===== src/rtl/audio_pkg.sv =====
// Shared select codes, clip lengths and FSM encoding for the audio event scheduler.
package audio_pkg;
  localparam logic [1:0] SEL_HIT   = 2'b00;
  localparam logic [1:0] SEL_SCORE = 2'b01;
  localparam logic [1:0] SEL_WIN   = 2'b10;
  localparam logic [1:0] SEL_OFF   = 2'b11;

  localparam logic [3:0] LEN_HIT   = 4'd1;
  localparam logic [3:0] LEN_SCORE = 4'd3;
  localparam logic [3:0] LEN_WIN   = 4'd11;

  typedef enum logic [1:0] {IDLE, START, PLAY, GAP} state_t;

  function automatic logic [3:0] clip_len(input logic [1:0] sel);
    case (sel)
      SEL_WIN:   return LEN_WIN;
      SEL_SCORE: return LEN_SCORE;
      default:   return LEN_HIT;
    endcase
  endfunction
endpackage


===== src/rtl/audio_prio_pick.sv =====
// Combinational fixed-priority pick (win > score > hit) over a request vector {win, score, hit}.
module audio_prio_pick
  import audio_pkg::*;
(
  input  logic [2:0] req,
  output logic       vld,
  output logic [1:0] sel
);
  always_comb begin
    vld = |req;
    sel = SEL_OFF;
    if (req[2])      sel = SEL_WIN;
    else if (req[1]) sel = SEL_SCORE;
    else if (req[0]) sel = SEL_HIT;
  end
endmodule


===== src/rtl/audio_event_scheduler.sv =====
// Arbitrates game sound events onto the game_audio synth and times each clip.
// Optional AUDIO_SCHED_STATS_EN adds a saturating dropped-event counter (drop_cnt).
module audio_event_scheduler
  import audio_pkg::*;
#(
  parameter int NOTE_CYC = 4194304,
  parameter int GAP_CYC  = 1048576
) (
  input  logic       clk,
  input  logic       rst,
  input  logic       hit_evt,
  input  logic       score_evt,
  input  logic       win_evt,
  input  logic       mute,
  output logic [1:0] music_sel,
  output logic       play_rst,
`ifdef AUDIO_SCHED_STATS_EN
  output logic [7:0] drop_cnt,
`endif
  output logic       busy
);
  localparam int NW = (NOTE_CYC > 1) ? $clog2(NOTE_CYC) : 1;
  localparam int GW = (GAP_CYC > 0) ? $clog2(GAP_CYC + 1) : 1;

  state_t        state, state_n;
  logic [1:0]    cls, cls_n;
  logic [2:0]    pend, pend_n;
  logic [3:0]    notes_left, notes_left_n;
  logic [NW-1:0] note_cnt, note_cnt_n;
  logic [GW-1:0] gap_cnt, gap_cnt_n;
  logic [1:0]    sel_n;
  logic          play_rst_n, busy_n, go;

  logic       active, pick_vld;
  logic [1:0] pick_sel;
  logic [2:0] evt, act_mask, drop, acc, req, clr_mask;

  // Events of a class already pending or currently sounding are dropped.
  assign active   = (state == START) || (state == PLAY);
  assign evt      = {win_evt, score_evt, hit_evt} & {3{~mute}};
  assign act_mask = active ? (3'b001 << cls) : 3'b000;
  assign drop     = evt & (pend | act_mask);
  assign acc      = evt & ~drop;
  assign req      = pend | acc;
  assign clr_mask = (pick_sel == SEL_WIN) ? 3'b111 : (3'b001 << pick_sel);

  audio_prio_pick u_pick (
    .req (req),
    .vld (pick_vld),
    .sel (pick_sel)
  );

  always_comb begin
    state_n      = state;
    cls_n        = cls;
    pend_n       = req;
    notes_left_n = notes_left;
    note_cnt_n   = note_cnt;
    gap_cnt_n    = gap_cnt;
    go           = 1'b0;
    unique case (state)
      IDLE: go = pick_vld;
      START, PLAY: begin
        if (pick_vld && (pick_sel > cls)) begin
          go = 1'b1;
        end else if (state == START) begin
          state_n = PLAY;
        end else if (note_cnt != '0) begin
          note_cnt_n = note_cnt - 1'b1;
        end else if (notes_left != 4'd0) begin
          note_cnt_n   = NW'(NOTE_CYC - 1);
          notes_left_n = notes_left - 4'd1;
        end else if (GAP_CYC == 0) begin
          state_n = IDLE;
          go      = pick_vld;
        end else begin
          state_n   = GAP;
          gap_cnt_n = GW'(GAP_CYC - 1);
        end
      end
      GAP: begin
        if (gap_cnt != '0) begin
          gap_cnt_n = gap_cnt - 1'b1;
        end else begin
          state_n = IDLE;
          go      = pick_vld;
        end
      end
      default: state_n = IDLE;
    endcase
    if (go) begin
      state_n      = START;
      cls_n        = pick_sel;
      notes_left_n = clip_len(pick_sel) - 4'd1;
      note_cnt_n   = NW'(NOTE_CYC - 1);
      pend_n       = req & ~clr_mask;
    end
    if (mute) begin
      state_n = IDLE;
      cls_n   = SEL_OFF;
      pend_n  = 3'b000;
    end
    sel_n      = ((state_n == START) || (state_n == PLAY)) ? cls_n : SEL_OFF;
    play_rst_n = (state_n == START);
    busy_n     = (state_n != IDLE);
  end

  always_ff @(posedge clk or posedge rst) begin
    if (rst) begin
      state      <= IDLE;
      cls        <= SEL_OFF;
      pend       <= 3'b000;
      notes_left <= 4'd0;
      note_cnt   <= '0;
      gap_cnt    <= '0;
      music_sel  <= SEL_OFF;
      play_rst   <= 1'b0;
      busy       <= 1'b0;
    end else begin
      state      <= state_n;
      cls        <= cls_n;
      pend       <= pend_n;
      notes_left <= notes_left_n;
      note_cnt   <= note_cnt_n;
      gap_cnt    <= gap_cnt_n;
      music_sel  <= sel_n;
      play_rst   <= play_rst_n;
      busy       <= busy_n;
    end
  end

`ifdef AUDIO_SCHED_STATS_EN
  logic [1:0] ndrop;
  logic [8:0] drop_sum;
  assign ndrop    = 2'(drop[0]) + 2'(drop[1]) + 2'(drop[2]);
  assign drop_sum = {1'b0, drop_cnt} + 9'(ndrop);

  always_ff @(posedge clk or posedge rst) begin
    if (rst) drop_cnt <= 8'd0;
    else     drop_cnt <= drop_sum[8] ? 8'hFF : drop_sum[7:0];
  end
`endif
endmodule

===== config.mk =====
export PLATFORM = sky130hd
export DESIGN_NAME = audio_event_scheduler
export DESIGN_NICKNAME = d
export VERILOG_FILES = /design/src/rtl/audio_pkg.sv /design/src/rtl/audio_prio_pick.sv /design/src/rtl/audio_event_scheduler.sv
export SDC_FILE = /design/constraint.sdc
export NUM_CORES = 1
export LEC_CHECK = 0
export CAP_MARGIN = 25
export CORE_AREA = 2 2 75 94
export DETAILED_ROUTE_END_ITERATION = 8
export DIE_AREA = 0 0 77 96
export GPL_TIMING_DRIVEN = 0
export MAX_ROUTING_LAYER = met4
export PLACE_DENSITY = 0.78
export SLEW_MARGIN = 20
export SYNTH_ARGS = -nofsm -noshare
export SYNTH_HDL_FRONTEND = slang
export SYNTH_HIERARCHICAL = 1
export SYNTH_SLANG_ARGS = --single-unit

===== constraint.sdc =====
create_clock -name clk -period 3.9 [get_ports clk]
set_input_delay 1.17 -clock clk [delete_from_list [all_inputs] [get_ports clk]]
set_output_delay 1.17 -clock clk [all_outputs]
set_load 0.1 [all_outputs]

==> impl_metrics.py, run 1 <==
metrics = {
    "floorplanning": {
        "row_count": 33,
        "core-area_sq_um": 6520,
        "ios": 10,
        "die_w_um": 77,
        "die_y_um": 96,
        "die_area_sq_um": 7390,
        "start_util_pct": 58.0,
    },
    "critical_path": {
        "critPathMaxFanout": 4,
        "cp_num_buf_inv": 1,
        "cp_slowest_cell": "or4_4",
        "end_kind": "register",
        "cp.required_ns": 4.18,
        "crit_top_cell": "ha_1",
        "crit_type": "in2reg",
        "cp_top_family": "compound AO/OA/AOI/OAI gates",
        "path_cells": "clkdlybuf4s50_1, a31o_2, o21bai_4, ha_1, nor2b_1, o211a_1, a22oi_2, o21ai_2, or4_4, ha_1, nor2b_4, nand2_1",
        "setup.worst_path.start_class": "primary input",
        "worst-endpoint-arrival_ns": 4.06,
        "cpPeakStageDelay_ns": 0.53,
    },
    "timing": {
        "setup_ws_ns": 0.114,
        "worst_pin_slew_ns": 0.976,
        "slew_viol_final": 0,
        "slew_headroom_pct": 34.7,
        "finalCriticalPeriod_ns": 3.79,
        "whs_ns": 0.528,
        "finalSetupViolCount": 0,
        "finalHoldViolations": 0,
        "layout_worst_path_cycle_share_pct": 97.1,
        "finClkSkew_ns": 0.00999,
        "max_freq_mhz": 264,
    },
    "synthesis": {
        "synth_flop_cell": "dfrtp_1",
        "synth_edf_count": 0,
        "synth-seq-cells": 58,
        "synth_nets": 421,
        "synth_area_sq_um": 3780,
        "syn_area_per_cell_sq_um": 9.41,
        "synth_cells": 402,
        "yosysWarnings": 6,
        "synth_cell_types": 59,
        "synth-async-reset-ratio_pct": 100,
        "yosysSeqAreaShare_pct": 38.5,
    },
    "global_route": {
        "overflow": 0,
        "grt_max_degree": 59,
        "grt_pass1_wl_mm": 14.5,
        "grt.total_usage_pct": 25.2,
        "grt_pass1_vias": 3140,
        "antenna_found_initial": 0,
    },
    "routing": {
        "final_antenna_net_count": 0,
        "via_count": 3174,
        "first_pass_iters": 5,
        "vias_per_cell": 6.09,
        "drt-initial-drc-count": 221,
        "drc": 0,
        "totalWireLength_mm": 8.43,
        "avgRoutedWirePerCell_um": 16.2,
    },
    "cells_and_area": {
        "syn2layout_area_growth_pct": 13.0,
        "nets": 448,
        "finalInstanceArea_sq_um": 4270,
        "final_cells": 521,
        "diodes": 0,
        "post-route-util_pct": 65.5,
        "drive_above_1_share_pct": 18.2,
    },
    "clock_tree": {
        "clk_pin_slew_ns": 0.07,
        "cts-root-buf": "clkbuf_8",
        "cts_buffer_depth": 2,
        "cts_buffers": 9,
        "hold_buffers": 0,
        "clk_latency_ns": 0.35,
        "htree_levels": 3,
        "cts_tree": "built",
        "cts.sinks": 58,
    },
    "place": {
        "io_buffer_count": 9,
        "dpl.hpwl_mm": 5.77,
        "pre_cts_ws_ns": -0.879,
        "place.gp.congestion": 0.879,
        "dp.cells": 498,
        "place_area_sq_um": 3980,
    },
    "outcome": {
        "status": "finished, final reports clean",
    },
    "min_path": {
        "hold_class": "reg2reg",
    },
    "pwr": {
        "total_leakage_power_nw": 1.49,
        "pwr_density_cell_nw_per_um2": 446,
        "peakVddDrop_uv": 225,
    },
    "job": {
        "max_cap_viol_count": 0,
    },
}
==> per-stage QoR <==
stage / power (mW) / setup TNS (ns)
2_1_floorplan: 1.16 / 0
3_3_place_gp: 1.27 / -31.64
3_5_place_dp: 1.29 / -31.69
4_1_cts: 1.89 / 0
5_1_grt: 2.01 / -0.0338
6_report: 1.91 / 0
==> cell type report <==
cell class              instances  area, sq um
plain buffers                  22          124
clock buffers                  14          173
clock inverters                 2         35.0
fillers                       544         2250
inverters                      17         66.3
multi-input cells             305         2170
flip-flops and latches         58         1460
well taps                      87          109
repair buffers                 16          138
==> routing by layer <==
layer,track usage [%],wire length (um),vias to the layer above
met5,-,0,-
met4,9.82,131,0
met3,3.66,241,15
met2,44.3,4310,58
met1,29.6,3750,1558
li1,-,-,1543
==> sequential cells by signal (all words and copies together) (netlist names) <==
name and flops:
state 2, gap_cnt 21, play_rst 1, pend 3
busy 1, notes_left 4, music_sel 2, note_cnt 22
cls 2
==> where the power goes <==
part           switching [mW]  internal (mW)
Clock                   0.243          0.347
Sequential             0.0560          0.661
Combinational           0.370          0.229
==> worst min-delay path: cells and delay by family, from the launching register on <==
family        cells  cell delay, ns
simple gates      1            0.06
flops             1            0.36
xor+xnor          1            0.08
==> Yosys cell counts, types with 8 or more instances <==
cell     instances  area, sq um
dfrtp_1         54         1350
nand2_1         32          120
nor3_1          29          145
a21oi_1         27          135
mux2i_1         23          230
nor3b_1         21          158
nor2_1          18         67.6
inv_1           17         63.8
ha_1            13          163
nand3_1         13         65.1
buf_2           12         60.1
o21ai_0         12         60.1
or3_1           10         62.6
nor2b_1          8         50.1
==> worst paths after layout <==
check	endpoint	slack (ns)	cells after the start	from
worst max-delay path	music_sel[0]	0.11	12	win_evt
worst min-delay path	gap_cnt[10]	0.53	2	gap_cnt[10]
worst max register to register	music_sel[0]	0.29	14	state[0]
worst min register to register	gap_cnt[10]	0.53	2	gap_cnt[10]
max in group asynchronous	note_cnt[14]	2.12	2	rst
min in group asynchronous	play_rst	1.30	2	rst
==> what timing repair did <==
| action | CTS | global route |
|---|---|---|
| setup endpoints to repair | 51 | 30 |
| pin swaps | 1 | 3 |
| setup buffers | 1 | 6 |
| resized for setup | 4 | 8 |
==> cells by family after synthesis <==
family                     after synthesis  share of synthesized area [%]
AOI/OAI and AO/OA                       81                           15.6
xor gates and xnor gates                 5                           1.16
adders and majority gates               13                           4.30
buffers and inverters                   39                           4.96
DFF                                     58                           38.5
muxes                                   23                           6.09
and+or+nand+nor                        183                           29.4
==> cell usage in the layout (no fill, tap or decap), types with 4 or more instances in the layout <==
master and n:
nor4_1 5, buf_4 8, clkbuf_8 12, mux2i_1 23
clkbuf_1 7, nand2_1 31, o21ai_0 12, nand4_1 4
nor2b_1 7, nand3_1 13, nor3_1 29, ha_1 13
nor3b_1 21, a31o_2 5, nor4_2 4, buf_2 12
nor2_1 18, or2_2 5, dfstp_2 4, dfrtp_1 54
o211ai_1 5, and3_1 4, inv_1 15, clkdlybuf4s50_1 8
nand3b_1 7, a21oi_1 26, or3_1 10, nand2b_1 6
No activity file was read; power rests on OpenSTA's default activity.
==> run 2: changes to the inputs <==
DONT_BUFFER_PORTS = 1   (was default)
PLACE_DENSITY = 0.76   (was 0.78)
RECOVER_POWER = 25   (was default)
==> run 2 against run 1 <==
Against the previous run:
- the flow now finishes with violations (capacitance limit, slew limit)
- routed wire length is 1.6% higher
- non-clock buffer count is 14 lower
- utilization is 2.1 points lower
- global-route usage is 0.53 points higher
- critical path depth is 2 higher
- largest cell class unchanged
- highest routed layer unchanged
==> impl_metrics.py, run 2 (synthesis gave the netlist of run 1 again) <==
metrics = {
    "cells_and_area": {
        "final_cell_mix": "54 x dfrtp_1, 32 x nand2_1, 29 x nor3_1",
        "layout_commonest_cell": "dfrtp_1",
        "fill_cells": 604,
        "regMostFlops": "note_cnt",
        "drive_above_1_share_pct": 16.4,
        "nets": 434,
        "final_cells": 507,
        "largest_reg_flops": 22,
        "reg_top3": "note_cnt: 22 flops, gap_cnt: 21 flops, notes_left: 4 flops",
        "diodes": 0,
        "syn2layout_area_growth_pct": 9.36,
    },
    "routing": {
        "drt-initial-drc-count": 186,
        "avgRoutedWirePerCell_um": 16.9,
        "final_antenna_net_count": 0,
        "via_count": 3156,
        "vias_per_cell": 6.22,
        "totalWireLength_mm": 8.56,
        "drc": 0,
        "first_pass_iters": 4,
    },
    "min_path": {
        "hold_class": "reg2reg",
    },
    "clock_tree": {
        "cts_buffer_depth": 2,
        "hold_buffers": 0,
        "cts-root-buf": "clkbuf_8",
        "cts_buffers": 9,
        "clk_pin_slew_ns": 0.07,
        "clk_latency_ns": 0.34,
        "cts_tree": "built",
        "cts.sinks": 58,
        "htree_levels": 3,
    },
    "pwr": {
        "pwr_density_cell_nw_per_um2": 460,
        "peakVddDrop_uv": 344,
        "total_leakage_power_nw": 1.42,
        "total_power_mw": 1.90,
    },
    "timing": {
        "max_freq_mhz": 271,
        "worst_pin_slew_ns": 2.20,
        "finalSetupViolCount": 0,
        "finalHoldViolations": 0,
        "setup_ws_ns": 0.207,
        "whs_ns": 0.532,
        "finClkSkew_ns": 0.00747,
        "finalCriticalPeriod_ns": 3.69,
        "slew_viol_final": 59,
        "layout_worst_path_cycle_share_pct": 94.7,
        "slew_headroom_pct": -46.7,
        "grt_setup_unrepaired": "no",
    },
    "place": {
        "dp.cells": 489,
        "dpl.hpwl_mm": 5.89,
        "io_buffer_count": 0,
        "place.gp.congestion": 0.910,
        "pre_cts_ws_ns": -0.229,
    },
    "floorplanning": {
        "start_util_pct": 58.0,
        "core-area_sq_um": 6520,
        "die_area_sq_um": 7390,
        "row_count": 33,
        "die_w_um": 77,
        "ios": 10,
        "die_y_um": 96,
    },
    "critical_path": {
        "critPathMaxFanout": 8,
        "cpPeakStageDelay_ns": 0.56,
        "crit_type": "reg2reg",
        "setup.worst_path.start_class": "register",
        "path_cells": "inv_1, ha_2, nand3b_1, a31o_2, o21bai_2, ha_1, nor2b_1, o211a_1, a22oi_2, o21ai_2, or4_1, ha_1, nor2b_1, nand2_1",
        "worst-endpoint-arrival_ns": 3.96,
        "cp.required_ns": 4.17,
        "cp_num_buf_inv": 1,
        "end_kind": "register",
        "cp_slowest_cell": "or4_1",
        "cp_top_family": "compound AO/OA/AOI/OAI gates",
    },
    "global_route": {
        "overflow": 0,
        "grt_max_degree": 59,
        "grt_pass1_wl_mm": 14.7,
        "grt.total_usage_pct": 25.8,
        "antenna_found_initial": 0,
        "grt_pass1_vias": 3121,
    },
    "outcome": {
        "status": "finished with violations",
        "violations": "capacitance limit, slew limit",
    },
    "job": {
        "max_cap_viol_count": 1,
    },
}
[run 2: path summary, 6_finish.rpt]
path                              from           end  depth (start not counted)  slack [ns]
max                           state[1]  music_sel[0]                         14        0.21
min                        gap_cnt[10]   gap_cnt[10]                          2        0.53
max reg2reg                   state[1]  music_sel[0]                         14        0.21
min reg2reg                gap_cnt[10]   gap_cnt[10]                          2        0.53
max in group asynchronous          rst   note_cnt[8]                          1        1.16
min in group asynchronous          rst  note_cnt[13]                          1        1.47
[run 2: layer usage]
metal	GRT usage, %	vias to the layer above	wire (um)	share of wire (%)
li1	-	1510	-	-
met1	30.2	1587	3790	44
met2	44.8	52	4460	52
met3	3.56	7	219	2.6
met4	11.2	0	88	1.0
met5	-	-	0	0
[run 2: what timing repair did]
| action | 4_1_cts | 5_1_grt |
|---|---|---|
| resized for setup | 0 | 3 |
| endpoints found under the setup margin | 0 | 42 |
| buffers inserted | 0 | 2 |
[run 2: layout make-up]
type,count,area (sq um),area share (%)
Clock inverter,5,77.6,1.88
Tap cell,87,109,2.63
Multi-Input combinational cell,305,2150,52.0
Clock buffer,11,141,3.42
Buffer,22,124,3.00
Timing Repair Buffer,2,15.0,0.363
Inverter,17,63.8,1.54
Sequential cell,58,1460,35.2
[run 2: through the flow]
stage               TNS [ns]  area, sq um  utilization [%]
floorplan                  0         3780                -
global placement       -1.40         3890             59.6
detailed placement     -2.67         3890             59.7
CTS                        0         4110             63.0
global route               0         4140             63.4
finish                     0         4140             63.4
[run 2: worst min-delay path, cell delays in order, from the launching register on]
cell     delay, ns
dfrtp_1       0.37
xor2_1        0.07
nand2_1       0.06
[run 2: power by group]
part	internal, mW	leakage (nW)	switching [mW]
logic	0.202	0.708	0.313
registers	0.661	0.603	0.107
clock network	0.375	0.109	0.245
total	1.24	1.42	0.665
==> run 3: changes to the inputs <==
RECOVER_POWER = default   (was 25)
==> run 3 against run 2 <==
Against the previous run:
- design area about the same
- clock skew about the same
- highest routed layer unchanged
- combinational power about the same
- non-clock buffer count unchanged
- critical endpoint unchanged
- the flow now finishes without violations
- routed wire length decreased by 0.12%
- clock power about the same
- die area unchanged
- global-route usage unchanged
==> impl_metrics.py, run 3 (synthesis gave the netlist of run 1 again) <==
metrics = {
    "critical_path": {
        "setup.worst_path.start_class": "register",
        "end_kind": "register",
        "endpoint": "music_sel[0]",
        "cp_slowest_cell": "or4_1",
        "r2r_end": "music_sel[0]",
        "cpPeakStageDelay_ns": 0.56,
        "critPathLaunch": "state[1]",
        "cp.required_ns": 4.17,
        "r2r-start": "state[1]",
        "worst-endpoint-arrival_ns": 3.96,
        "path_cells": "inv_1, ha_2, nand3b_1, a31o_2, o21bai_2, ha_1, nor2b_1, o211a_1, a22oi_2, o21ai_2, or4_1, ha_1, nor2b_1, nand2_1",
        "crit_type": "reg2reg",
        "critPathMaxFanout": 8,
        "rrSetupSlack_ns": 0.21,
        "r2r_cells": 14,
    },
    "place": {
        "pre_cts_ws_ns": -0.229,
        "place_area_sq_um": 3890,
        "dp.cells": 489,
        "io_buffer_count": 0,
        "place.gp.congestion": 0.910,
        "dpl.hpwl_mm": 5.89,
    },
    "timing": {
        "finalHoldViolations": 0,
        "layout_worst_path_cycle_share_pct": 94.7,
        "slew_headroom_pct": 42.1,
        "worst_pin_slew_ns": 0.869,
        "finalCriticalPeriod_ns": 3.69,
        "slew_viol_final": 0,
        "fin_setup_tns_ns": 0,
        "grt_setup_unrepaired": "no",
        "whs_ns": 0.532,
        "finalSetupViolCount": 0,
        "max_freq_mhz": 271,
        "finClkSkew_ns": 0.00714,
        "setup_ws_ns": 0.206,
    },
    "cells_and_area": {
        "diodes": 0,
        "syn2layout_area_growth_pct": 9.43,
        "seqCellArea_sq_um": 1460,
        "final_cells": 507,
        "fill_cells": 603,
        "layout_commonest_cell": "dfrtp_1",
        "finalInstanceArea_sq_um": 4140,
        "regMostFlops": "note_cnt",
        "final_cell_mix": "54 x dfrtp_1, 32 x nand2_1, 29 x nor3_1",
        "drive_above_1_share_pct": 16.7,
        "nets": 434,
        "post-route-util_pct": 63.4,
        "multi_input_area_sq_um": 2150,
        "largest_reg_flops": 22,
        "reg_top3": "note_cnt: 22 flops, gap_cnt: 21 flops, notes_left: 4 flops",
    },
    "global_route": {
        "use_met1_pct": 30.2,
        "overflow": 0,
        "use_met2_pct": 44.8,
        "grt_pass1_wl_mm": 14.7,
        "use_met3_pct": 3.56,
        "grt_max_degree": 59,
        "grt.total_usage_pct": 25.8,
        "busiest_layer": "met2",
        "grt_pass1_vias": 3121,
        "antenna_found_initial": 0,
    },
    "outcome": {
        "status": "finished, final reports clean",
    },
    "routing": {
        "final_antenna_net_count": 0,
        "drc": 0,
        "avgRoutedWirePerCell_um": 16.9,
        "drt-initial-drc-count": 179,
        "via_count": 3154,
        "vias_per_cell": 6.22,
        "totalWireLength_mm": 8.55,
        "first_pass_iters": 4,
    },
    "floorplanning": {
        "die_y_um": 96,
        "die_w_um": 77,
        "die_area_sq_um": 7390,
        "row_count": 33,
        "start_util_pct": 58.0,
        "ios": 10,
        "core-area_sq_um": 6520,
    },
    "pwr": {
        "pwr_density_cell_nw_per_um2": 460,
        "swShare_pct": 35.0,
        "peakVddDrop_uv": 345,
        "p_sw_mw": 0.666,
        "p_clk_share_pct": 32.6,
        "total_leakage_power_nw": 1.42,
        "internal-power_mw": 1.24,
        "pwr-share-comb_pct": 27.1,
        "pwr-share-seq_pct": 40.3,
        "total_power_mw": 1.90,
    },
    "min_path": {
        "min_from": "gap_cnt[10]",
        "hold_class": "reg2reg",
    },
    "job": {
        "max_cap_viol_count": 0,
    },
    "clock_tree": {
        "clk_pin_slew_ns": 0.07,
        "clk_latency_ns": 0.34,
        "cts-root-buf": "clkbuf_8",
        "cts.sinks": 58,
        "cts_tree": "built",
        "htree_levels": 3,
        "cts_buffer_depth": 2,
        "cts_buffers": 9,
    },
}
-- run 3: power by group through the flow --
| stage | clock network, mW | registers, mW | logic (mW) |
|---|---|---|---|
| 4_1_cts | 0.629 | 0.768 | 0.500 |
| 2_1_floorplan | 0 | 0.764 | 0.393 |
| 3_5_place_dp | 0 | 0.778 | 0.497 |
| 3_3_place_gp | 0 | 0.775 | 0.480 |
| 6_report | 0.620 | 0.768 | 0.515 |
| 5_1_grt | 0.649 | 0.776 | 0.574 |
-- run 3: area by class of cell --
class,instances,share of cell area [%]
buffer,22,2.99
tap,87,2.63
multi-input combinational,305,51.9
timing repair buffer,2,0.363
clock inverter,5,1.87
sequential,58,35.2
clock buffer,11,3.42
inverter,17,1.60
-- run 3: worst max-delay path: cells and delay by family, from the launching register on --
family / cells / cell delay, ns
AND/OR/NAND/NOR: 5 / 1.03
adder cells (fa/ha/maj): 3 / 1.00
buffers and inverters: 1 / 0.08
flip-flops: 1 / 0.39
AO/OA/AOI/OAI: 5 / 1.15
-- run 3: worst min-delay path by stage --
stage,end,slack [ns],cells after the start
2_1_floorplan,gap_cnt[10],0.48,2
5_1_grt,gap_cnt[10],0.56,2
6_report,gap_cnt[10],0.53,2
3_3_place_gp,gap_cnt[10],0.51,2
3_5_place_dp,gap_cnt[10],0.52,2
4_1_cts,gap_cnt[10],0.53,2
-- run 3: repair_timing --
action	in CTS	in global routing
resized for setup	0	3
hold buffers	0	0
buffers inserted	0	2
hold endpoints to repair	0	0
endpoints found under the setup margin	0	42
-- run 3: metal layers --
metal | part of all wire [%] | wire, um
met2 | 52 | 4430
met1 | 45 | 3810
met4 | 1.0 | 88
met5 | 0 | 0
met3 | 2.6 | 223
